<file path="config.mk">
export PLATFORM = sky130hd
export DESIGN_NAME = mem_stage
export DESIGN_NICKNAME = d
export VERILOG_FILES = /design/src/rtl/mem_stage_pkg.sv /design/src/rtl/mem_stage_load_extend.sv /design/src/rtl/mem_stage.sv
export SDC_FILE = /design/constraint.sdc
export NUM_CORES = 1
export LEC_CHECK = 0
export CORE_AREA = 2 2 131 133
export DETAILED_ROUTE_END_ITERATION = 10
export DIE_AREA = 0 0 133 135
export PLACE_DENSITY = 0.88
export RECOVER_POWER = 25
export SKIP_CTS_REPAIR_TIMING = 1
export SLEW_MARGIN = 30
export SYNTH_ARGS = -nofsm -noshare
export SYNTH_HDL_FRONTEND = slang
export SYNTH_SLANG_ARGS = --single-unit
</file>
<file path="constraint.sdc">
create_clock -name clk_in -period 2.8 [get_ports clk_in]
set_input_delay 0.7 -clock clk_in [delete_from_list [all_inputs] [get_ports clk_in]]
set_output_delay 0.7 -clock clk_in [all_outputs]
set_load 0.1 [all_outputs]
</file>
<file path="src/rtl/mem_stage_pkg.sv">
// Shared command encodings, FSM states and small decode helpers for the memory stage.
package mem_stage_pkg;

    localparam int CMD_BITS = 6;
    typedef logic [CMD_BITS-1:0] cmd_t;

    localparam cmd_t CMD_NOP = 6'h00;
    localparam cmd_t CMD_ADD = 6'h01;
    localparam cmd_t CMD_LB  = 6'h10;
    localparam cmd_t CMD_LH  = 6'h11;
    localparam cmd_t CMD_LW  = 6'h12;
    localparam cmd_t CMD_LBU = 6'h13;
    localparam cmd_t CMD_LHU = 6'h14;
    localparam cmd_t CMD_SB  = 6'h18;
    localparam cmd_t CMD_SH  = 6'h19;
    localparam cmd_t CMD_SW  = 6'h1A;

    typedef enum logic [1:0] {
        MEM_IDLE   = 2'd0,
        MEM_ACCESS = 2'd1,
        MEM_DONE   = 2'd2
    } mem_state_e;

    function automatic logic is_load(cmd_t c);
        return c inside {CMD_LB, CMD_LH, CMD_LW, CMD_LBU, CMD_LHU};
    endfunction

    function automatic logic is_store(cmd_t c);
        return c inside {CMD_SB, CMD_SH, CMD_SW};
    endfunction

    function automatic logic [2:0] len_of(cmd_t c);
        case (c)
            CMD_LB, CMD_LBU, CMD_SB: return 3'd1;
            CMD_LH, CMD_LHU, CMD_SH: return 3'd2;
            CMD_LW, CMD_SW:          return 3'd4;
            default:                 return 3'd0;
        endcase
    endfunction

    function automatic logic [7:0] byte_sel(logic [31:0] d, logic [1:0] idx);
        return d[{idx, 3'b000} +: 8];
    endfunction

endpackage

</file>
<file path="src/rtl/mem_stage_load_extend.sv">
// Sign/zero extension of an assembled little-endian load result.
module mem_stage_load_extend
    import mem_stage_pkg::*;
(
    input  logic [CMD_BITS-1:0] cmd_in,
    input  logic [31:0]         raw_in,
    output logic [31:0]         ext_out
);

    always_comb begin
        ext_out = raw_in;
        case (cmd_in)
            CMD_LB:  ext_out = {{24{raw_in[7]}}, raw_in[7:0]};
            CMD_LBU: ext_out = {24'd0, raw_in[7:0]};
            CMD_LH:  ext_out = {{16{raw_in[15]}}, raw_in[15:0]};
            CMD_LHU: ext_out = {16'd0, raw_in[15:0]};
            default: ext_out = raw_in;
        endcase
    end

endmodule

</file>
<file path="src/rtl/mem_stage.sv">
// Memory pipeline stage: sequences byte-wide RAM accesses for loads/stores and
// stalls the pipeline until the access completes; other commands pass through.
module mem_stage
    import mem_stage_pkg::*;
#(
    parameter int CMD_W  = 6,
    parameter int ADDR_W = 32
) (
    input  logic              clk_in,
    input  logic              rst_in,
    input  logic              rdy_in,
    input  logic [CMD_W-1:0]  cmdtype_in,
    input  logic [ADDR_W-1:0] mem_addr_in,
    input  logic [31:0]       store_data_in,
    input  logic [4:0]        rsd_addr_in,
    input  logic [31:0]       rsd_data_in,
    input  logic              write_rsd_in,
    input  logic              hold_in,
    input  logic              mem_gnt_in,
    input  logic [7:0]        ram_din,
    output logic [ADDR_W-1:0] ram_addr,
    output logic [7:0]        ram_dout,
    output logic              ram_wr,
    output logic              mem_req_out,
    output logic              stall_req_out,
    output logic [4:0]        rsd_addr_out,
    output logic [31:0]       rsd_data_out,
    output logic              write_rsd_out
);

    mem_state_e        state_q, state_d;
    logic [2:0]        cnt_q, cnt_d;
    cmd_t              cmd_q, cmd_d;
    logic [ADDR_W-1:0] addr_q, addr_d;
    logic [31:0]       sdata_q, sdata_d;
    logic [4:0]        rd_q, rd_d;
    logic              wen_q, wen_d;
    logic [31:0]       result_q, result_d;
    logic [ADDR_W-1:0] ram_addr_q, ram_addr_d;
    logic [7:0]        ram_dout_q, ram_dout_d;
    logic              ram_wr_q, ram_wr_d;

    cmd_t        cmd_in;
    logic [1:0]  lane;
    logic [31:0] ext_result;

    assign cmd_in = cmdtype_in[CMD_BITS-1:0];
    // Byte arriving this cycle belongs to the address issued on the previous edge.
    assign lane   = cnt_q[1:0] - 2'd1;

    mem_stage_load_extend u_ext (
        .cmd_in  (cmd_q),
        .raw_in  (result_q),
        .ext_out (ext_result)
    );

    always_ff @(posedge clk_in or negedge rst_in) begin
        if (!rst_in) begin
            state_q    <= MEM_IDLE;
            cnt_q      <= '0;
            cmd_q      <= CMD_NOP;
            addr_q     <= '0;
            sdata_q    <= '0;
            rd_q       <= '0;
            wen_q      <= 1'b0;
            result_q   <= '0;
            ram_addr_q <= '0;
            ram_dout_q <= '0;
            ram_wr_q   <= 1'b0;
        end else begin
            state_q    <= state_d;
            cnt_q      <= cnt_d;
            cmd_q      <= cmd_d;
            addr_q     <= addr_d;
            sdata_q    <= sdata_d;
            rd_q       <= rd_d;
            wen_q      <= wen_d;
            result_q   <= result_d;
            ram_addr_q <= ram_addr_d;
            ram_dout_q <= ram_dout_d;
            ram_wr_q   <= ram_wr_d;
        end
    end

    always_comb begin
        state_d    = state_q;
        cnt_d      = cnt_q;
        cmd_d      = cmd_q;
        addr_d     = addr_q;
        sdata_d    = sdata_q;
        rd_d       = rd_q;
        wen_d      = wen_q;
        result_d   = result_q;
        ram_addr_d = ram_addr_q;
        ram_dout_d = ram_dout_q;
        ram_wr_d   = ram_wr_q;
        if (rdy_in) begin
            unique case (state_q)
                MEM_IDLE: begin
                    if ((is_load(cmd_in) || is_store(cmd_in)) && mem_gnt_in) begin
                        cmd_d      = cmd_in;
                        addr_d     = mem_addr_in;
                        sdata_d    = store_data_in;
                        rd_d       = rsd_addr_in;
                        wen_d      = write_rsd_in;
                        result_d   = '0;
                        ram_addr_d = mem_addr_in;
                        if (is_store(cmd_in)) begin
                            ram_wr_d   = 1'b1;
                            ram_dout_d = store_data_in[7:0];
                        end
                        cnt_d   = 3'd1;
                        state_d = MEM_ACCESS;
                    end
                end
                MEM_ACCESS: begin
                    if (is_load(cmd_q))
                        result_d[{lane, 3'b000} +: 8] = ram_din;
                    if (cnt_q < len_of(cmd_q)) begin
                        ram_addr_d = addr_q + {{(ADDR_W-3){1'b0}}, cnt_q};
                        if (is_store(cmd_q))
                            ram_dout_d = byte_sel(sdata_q, cnt_q[1:0]);
                        cnt_d = cnt_q + 3'd1;
                    end else begin
                        ram_wr_d = 1'b0;
                        state_d  = MEM_DONE;
                    end
                end
                MEM_DONE: begin
                    if (!hold_in)
                        state_d = MEM_IDLE;
                end
                default: state_d = MEM_IDLE;
            endcase
        end
    end

    always_comb begin
        stall_req_out = 1'b0;
        mem_req_out   = 1'b0;
        rsd_addr_out  = rsd_addr_in;
        rsd_data_out  = rsd_data_in;
        write_rsd_out = write_rsd_in;
        unique case (state_q)
            MEM_IDLE: begin
                if (is_load(cmd_in) || is_store(cmd_in)) begin
                    stall_req_out = 1'b1;
                    mem_req_out   = 1'b1;
                    write_rsd_out = 1'b0;
                end
            end
            MEM_ACCESS: begin
                stall_req_out = 1'b1;
                mem_req_out   = 1'b1;
                rsd_addr_out  = rd_q;
                rsd_data_out  = ext_result;
                write_rsd_out = 1'b0;
            end
            MEM_DONE: begin
                rsd_addr_out  = rd_q;
                rsd_data_out  = ext_result;
                write_rsd_out = is_load(cmd_q) & wen_q;
            end
            default: ;
        endcase
        if (!rst_in) begin
            stall_req_out = 1'b0;
            mem_req_out   = 1'b0;
            rsd_addr_out  = '0;
            rsd_data_out  = '0;
            write_rsd_out = 1'b0;
        end
    end

    assign ram_addr = ram_addr_q;
    assign ram_dout = ram_dout_q;
    // A frozen pipeline must not repeat the pending byte write.
    assign ram_wr   = ram_wr_q & rdy_in;

endmodule

</file>
# Word-level counts from Yosys, hierarchy flattened

Memories as Yosys holds them, arrays and structs flattened.
Index checks and enable logic that the tools add are counted.
W data, S select, Z words.

Input port bits: 121
Bits in read-only memories: 96
Word-level logic and storage cells: 99
Register bits: 154
Output and inout bits: 81
Memories kept: 1

Memory list:

| name            | words | bits a word | rd ports | clocked after Yosys merged registers in | write ports | line                | source |
|---|---|---|---|---|---|---|---|
| (no name shown) | 32    | 3           | 1        | 0                                       | 0           | mem_stage_pkg.sv:33 | `case (c)` |

Add/sub/neg operators: 4
Shift operators: 3
$lt $le $gt $ge: 1
Reduce and logical (&&, ||, !) cells: 15
Eq/ne operators: 25
Mux-type cells: 37
Bitwise gates (word level): 2

Operators by type and width:

| operator                 | count |
|---|---|
| $mux W32                 | 6 |
| $pmux W32 S2             | 2 |
| $pmux W32 S4             | 1 |
| $eq A6 B5 Y1 const B     | 16 |
| $add A32 B3 Y32          | 1 |
| $bwmux W32               | 1 |
| $mux W8                  | 4 |
| $shift A8 B7 Y32 const A | 1 |
| $shiftx A32 B6 Y8        | 1 |
| $shiftx A8 B7 Y32        | 1 |
| $pmux W8 S2              | 1 |
| $mux W3                  | 5 |
| $ne A2 B2 Y1 const B     | 7 |
| $reduce_and A4 Y1        | 3 |
| $mux W5                  | 2 |
| $reduce_bool A5 Y1       | 2 |
| $mux W1                  | 7 |
| $neg A5 Y7               | 1 |
| $mux W2                  | 3 |
| $pmux W2 S3              | 1 |
| $pmux W3 S2              | 1 |
| $reduce_and A6 Y1        | 1 |
| $reduce_bool A3 Y1       | 2 |
| $reduce_and A5 Y1        | 1 |
| 14 further kinds         | 16 |

# Longest topological paths before layout

An unclocked memory read counts as a cell.

Depth in word-level cells: 7
Mapped depth: 13
Gate-level depth less buffers: 11

# By module

A second synthesis with hierarchy kept.

Cell total of the unflattened synthesis: 764
Area total of the unflattened synthesis: 8824.7 um^2

Modules (own cells, without submodules):

| module                | instances | seq. area each (um^2) | cells each | area each (um^2) |
|---|---|---|---|---|
| mem_stage             | 1         | 3853.7                | 709        | 8424.3 |
| mem_stage_load_extend | 1         | 0.0                   | 55         | 400.4 |

# Worst setup path before layout

Ideal clock, no wire load.

Path type: reg2out
Start: reg cmd_q[2]
End: out write_rsd_out
Data arrival time: 3616 ps
Slack: -1516 ps
Cell stages (with the launch flop): 6
Data required time: 2100 ps
Buffers on the path: 0
Path through: dfrtp_1 -> nor3b_1 -> nor2b_1 -> a21boi_0 -> or3_1 -> a21boi_0

Word-level cells in the longest chain between the ends: 5
Elaborated cells on any way between the ends: 9
Classes of those cells: eq/ne (5); mux (2); bitwise (1); reduce/logical (1)

RTL lines:

| element                | line                | source |
|---|---|---|
| from (decl)            | mem_stage.sv:33     | `cmd_t cmd_q, cmd_d;` |
| from (signal assigned) | mem_stage.sv:73     | `cmd_q <= cmd_d;` |
| $eq A6 B5 Y1           | mem_stage_pkg.sv:25 | `return c inside {CMD_LB, CMD_LH, CMD_LW, CMD_LBU, CMD_LHU};` |
| $reduce_bool A5 Y1 *   | mem_stage_pkg.sv:25 |  |
| $and A1 B1 Y1 *        | mem_stage.sv:162    | `write_rsd_out = is_load(cmd_q) & wen_q;` |
| $pmux W1 S3 *          | mem_stage.sv:144    | `unique case (state_q)` |
| $mux W1 *              | mem_stage.sv:166    | `if (!rst_in) begin` |
| to (decl)              | mem_stage.sv:28     | `output logic write_rsd_out` |

Mark *: on every way between the ends. The rest lies on a longest branch, timed or not.

# Final worst setup path

Start: reg cmd_q[1]
End: out write_rsd_out

Same word-level chain as after synthesis.

==> impl_metrics.toml <==
[run_status]
status = "finished with violations"
violations = "max-capacitance violations, max-slew violations, negative setup slack"

[logic_synthesis]
synth_compound_gate_area_share = 0.140
synthArstFlopShare = 1.00
ys.flop_type = "dfrtp_1"
yosys-top-cells-count = "154 x dfrtp_1, 90 x mux2_2, 88 x nand2_1"
syn-num-nets = 884
synth_edf_count = 0
synth_fa_ha_area_frac = 0.0288
synth_xor_area_frac = 0.0315
synthTopCellsByArea = "dfrtp_1 48%, mux2_2 13%, nand2_1 4.1%, o21ai_0 3.8%, ha_1 2.6%"
yosys.cell_count.top_type = "dfrtp_1"
syn_area_per_cell_um2 = 10.8
synth_cell_type_count = 60
synth_top_family_by_area = "multiplexers"
synth.area.mux_share = 0.174
synth-simple-area-share = 0.120
ys_seq_area_frac = 0.478
synthesis.area_um2 = 8070
ys_ff_latch = 154
synth_cells = 745
synth_top_cell_area_share = 0.478
yosysWarningCount = 0
yosys.area.top_type = "dfrtp_1"

[timing]
fin_crit_sh = 1.06
fmax_mhz = 336
period_minus_slack_ps = 2980
finalSetupTns_ps = -2740
finalSetupViolations = 18
drv_slew = 30
hold_violations = 0
relSlewSlack = -0.119
final.setup.worst_slack_ps = -179
skew_ps = 7.80
worstMarginPinSlew_ps = 1680
rsz0062_at_grt = "true"

[clock_network]
cts_num_sinks = 154
numCtsBuffers = 17
clk_latency_ps = 430
clock_path_buffers = 2
cts_tree = "built"
path_clk_slew_ps = 60
root_buffer = "clkbuf_16"
ctsHtreeMaxLevel = 4

[cells_and_area]
area_growth_pct = 50.6
final_cell_area_um2 = 12100
drive_gt1_frac = 0.343
regArea_um2 = 3860
fillCellCount = 993
final_nets = 1122
multi_input_area_um2 = 4490

[critical_path]
critPathArrivalTime_ps = 2280
path_max_fanout = 4
critPathLaunchType = "flop"
critPathCaptureType = "output pin"
criticalPathCategory = "flop to output pin"
critical_path_required_ps = 2100

[route]
initialDrtViolationCount = 383
wirelength_mm = 23.6
vias = 6976
drcViolationCount = 0
wire_per_inst_um = 19.4
ant_nets = 0
routed_via_density = 5.73
dr.pass1.iters = 4

[global_route]
first_global_vias = 7242
grt_max_degree = 60
grt_pass1_wl_mm = 36.6
grt_antenna_before_repair = 1
gr-total-overflow = 0
track_usage = 0.260

[placed_design]
place_area_um2 = 11300
gp_congestion = 0.883
dpl.hpwl_mm = 16.7
pre_cts_slack_ps = -317
io_buffers = 201

[die]
initial_utilization = 0.492
io_pins = 202
core_um2 = 16400
die_w_um = 133
die-area_um2 = 18000
die_h_um = 135
row_count = 47

[power]
p_per_area_nw_per_um2 = 1320
ir_drop_mv = 0.864
finalPower_mw = 16.0
p_leak_nw = 5.21

[hold_path]
hold_path.class = "primary input to async pin"

[job]
maxCapViolCount = 1
-- sequential cells by signal, indices dropped and copies added, names as in the netlist --
name / count
addr_q: 32
ram_addr: 32
result_q: 32
sdata_q: 32
ram_dout: 8
cmd_q: 6
rd_q: 5
cnt_q: 3
state_q: 2
ram_wr_q: 1
wen_q: 1
-- stage by stage --
step                       util  hold slack, ps  instances
after detailed placement  0.692             468       1173
final                     0.740             178       1217
after floorplan               -             404        745
after global routing      0.740             181       1217
after global placement    0.692             461       1173
after CTS                 0.725             177       1205
-- report_power, final --
part	switching, mW	internal [mW]	leakage, nW
clock network	0.915	1.26	0.271
logic	6.57	3.62	2.95
registers	0.622	2.99	1.99
total	8.11	7.88	5.21
-- layer usage --
| metal | track usage | up-vias | routed length (um) |
|---|---|---|---|
| li1 | - | 3183 | - |
| met1 | 0.311 | 3443 | 9160 |
| met2 | 0.447 | 281 | 12200 |
| met3 | 0.0567 | 69 | 1330 |
| met4 | 0.130 | 0 | 898 |
| met5 | 0 | - | 0 |
-- cells by family (layout without fill, tap and decap cells) --
group,Yosys count,in the layout
AO/OA/AOI/OAI,178,178
XOR/XNOR,29,29
adder cells (fa/ha/maj),18,18
buffers and inverters,56,307
flip-flops,154,154
multiplexers,119,119
other,0,1
AND/OR/NAND/NOR,191,191
-- path summary, 6_finish.rpt --
path                                   start       endpoint  slack (ps)  cells past startpoint
worst max-delay path                cmd_q[1]  write_rsd_out        -180                      8
max in group asynchronous             rst_in       cmd_q[2]         410                      3
worst max register to register      cmd_q[0]   ram_addr[30]          40                     12
worst min register to register  result_q[29]   result_q[29]         490                      2
worst min-delay path                  rst_in   result_q[18]         180                      1
min in group clk_in             result_q[29]   result_q[29]         490                      2
-- critical path: stages (launching register included) --
cell and delay [ps]:
dfrtp_1 400, inv_2 120, ha_4 180, o21ba_2 150, o21ai_2 60, a21boi_1 160, or3_1 390, a21boi_2 180
buf_12 190
-- placed cells by master, fill, tap and decap left out, drive strengths merged, types with 3 or more instances in the layout --
| cell | n |
|---|---|
| nand2 | 88 |
| dlymetal6s2s | 4 |
| o21ai | 69 |
| o22ai | 4 |
| mux2 | 90 |
| inv | 16 |
| buf | 135 |
| and2 | 8 |
| nor2b | 17 |
| clkdlybuf4s50 | 115 |
| nor2 | 19 |
| a211oi | 3 |
| nand4 | 6 |
| ha | 17 |
| o221ai | 6 |
| a22o | 8 |
| mux4 | 8 |
| a21oi | 37 |
| a2111oi | 3 |
| nor4 | 5 |
| dfrtp | 154 |
| and3 | 4 |
| o2bb2ai | 17 |
| clkinvlp | 3 |
| a22oi | 5 |
| clkbuf | 25 |
| clkinv | 8 |
| mux2i | 21 |
| xor2 | 10 |
| nor3 | 7 |
| or3 | 3 |
| nand3 | 15 |
| xnor2 | 19 |
| nand2b | 10 |
| o31ai | 8 |
-- cell type report --
class | count | area share
multi-input cells | 535 | 0.369
flip-flops and latches | 154 | 0.317
repair buffers | 259 | 0.240
clock buffers | 20 | 0.0376
well taps | 220 | 0.0227
clock inverters | 12 | 0.00824
inverters | 16 | 0.00494
diodes | 1 | 0.000206
(Power assumes the default switching activity.)
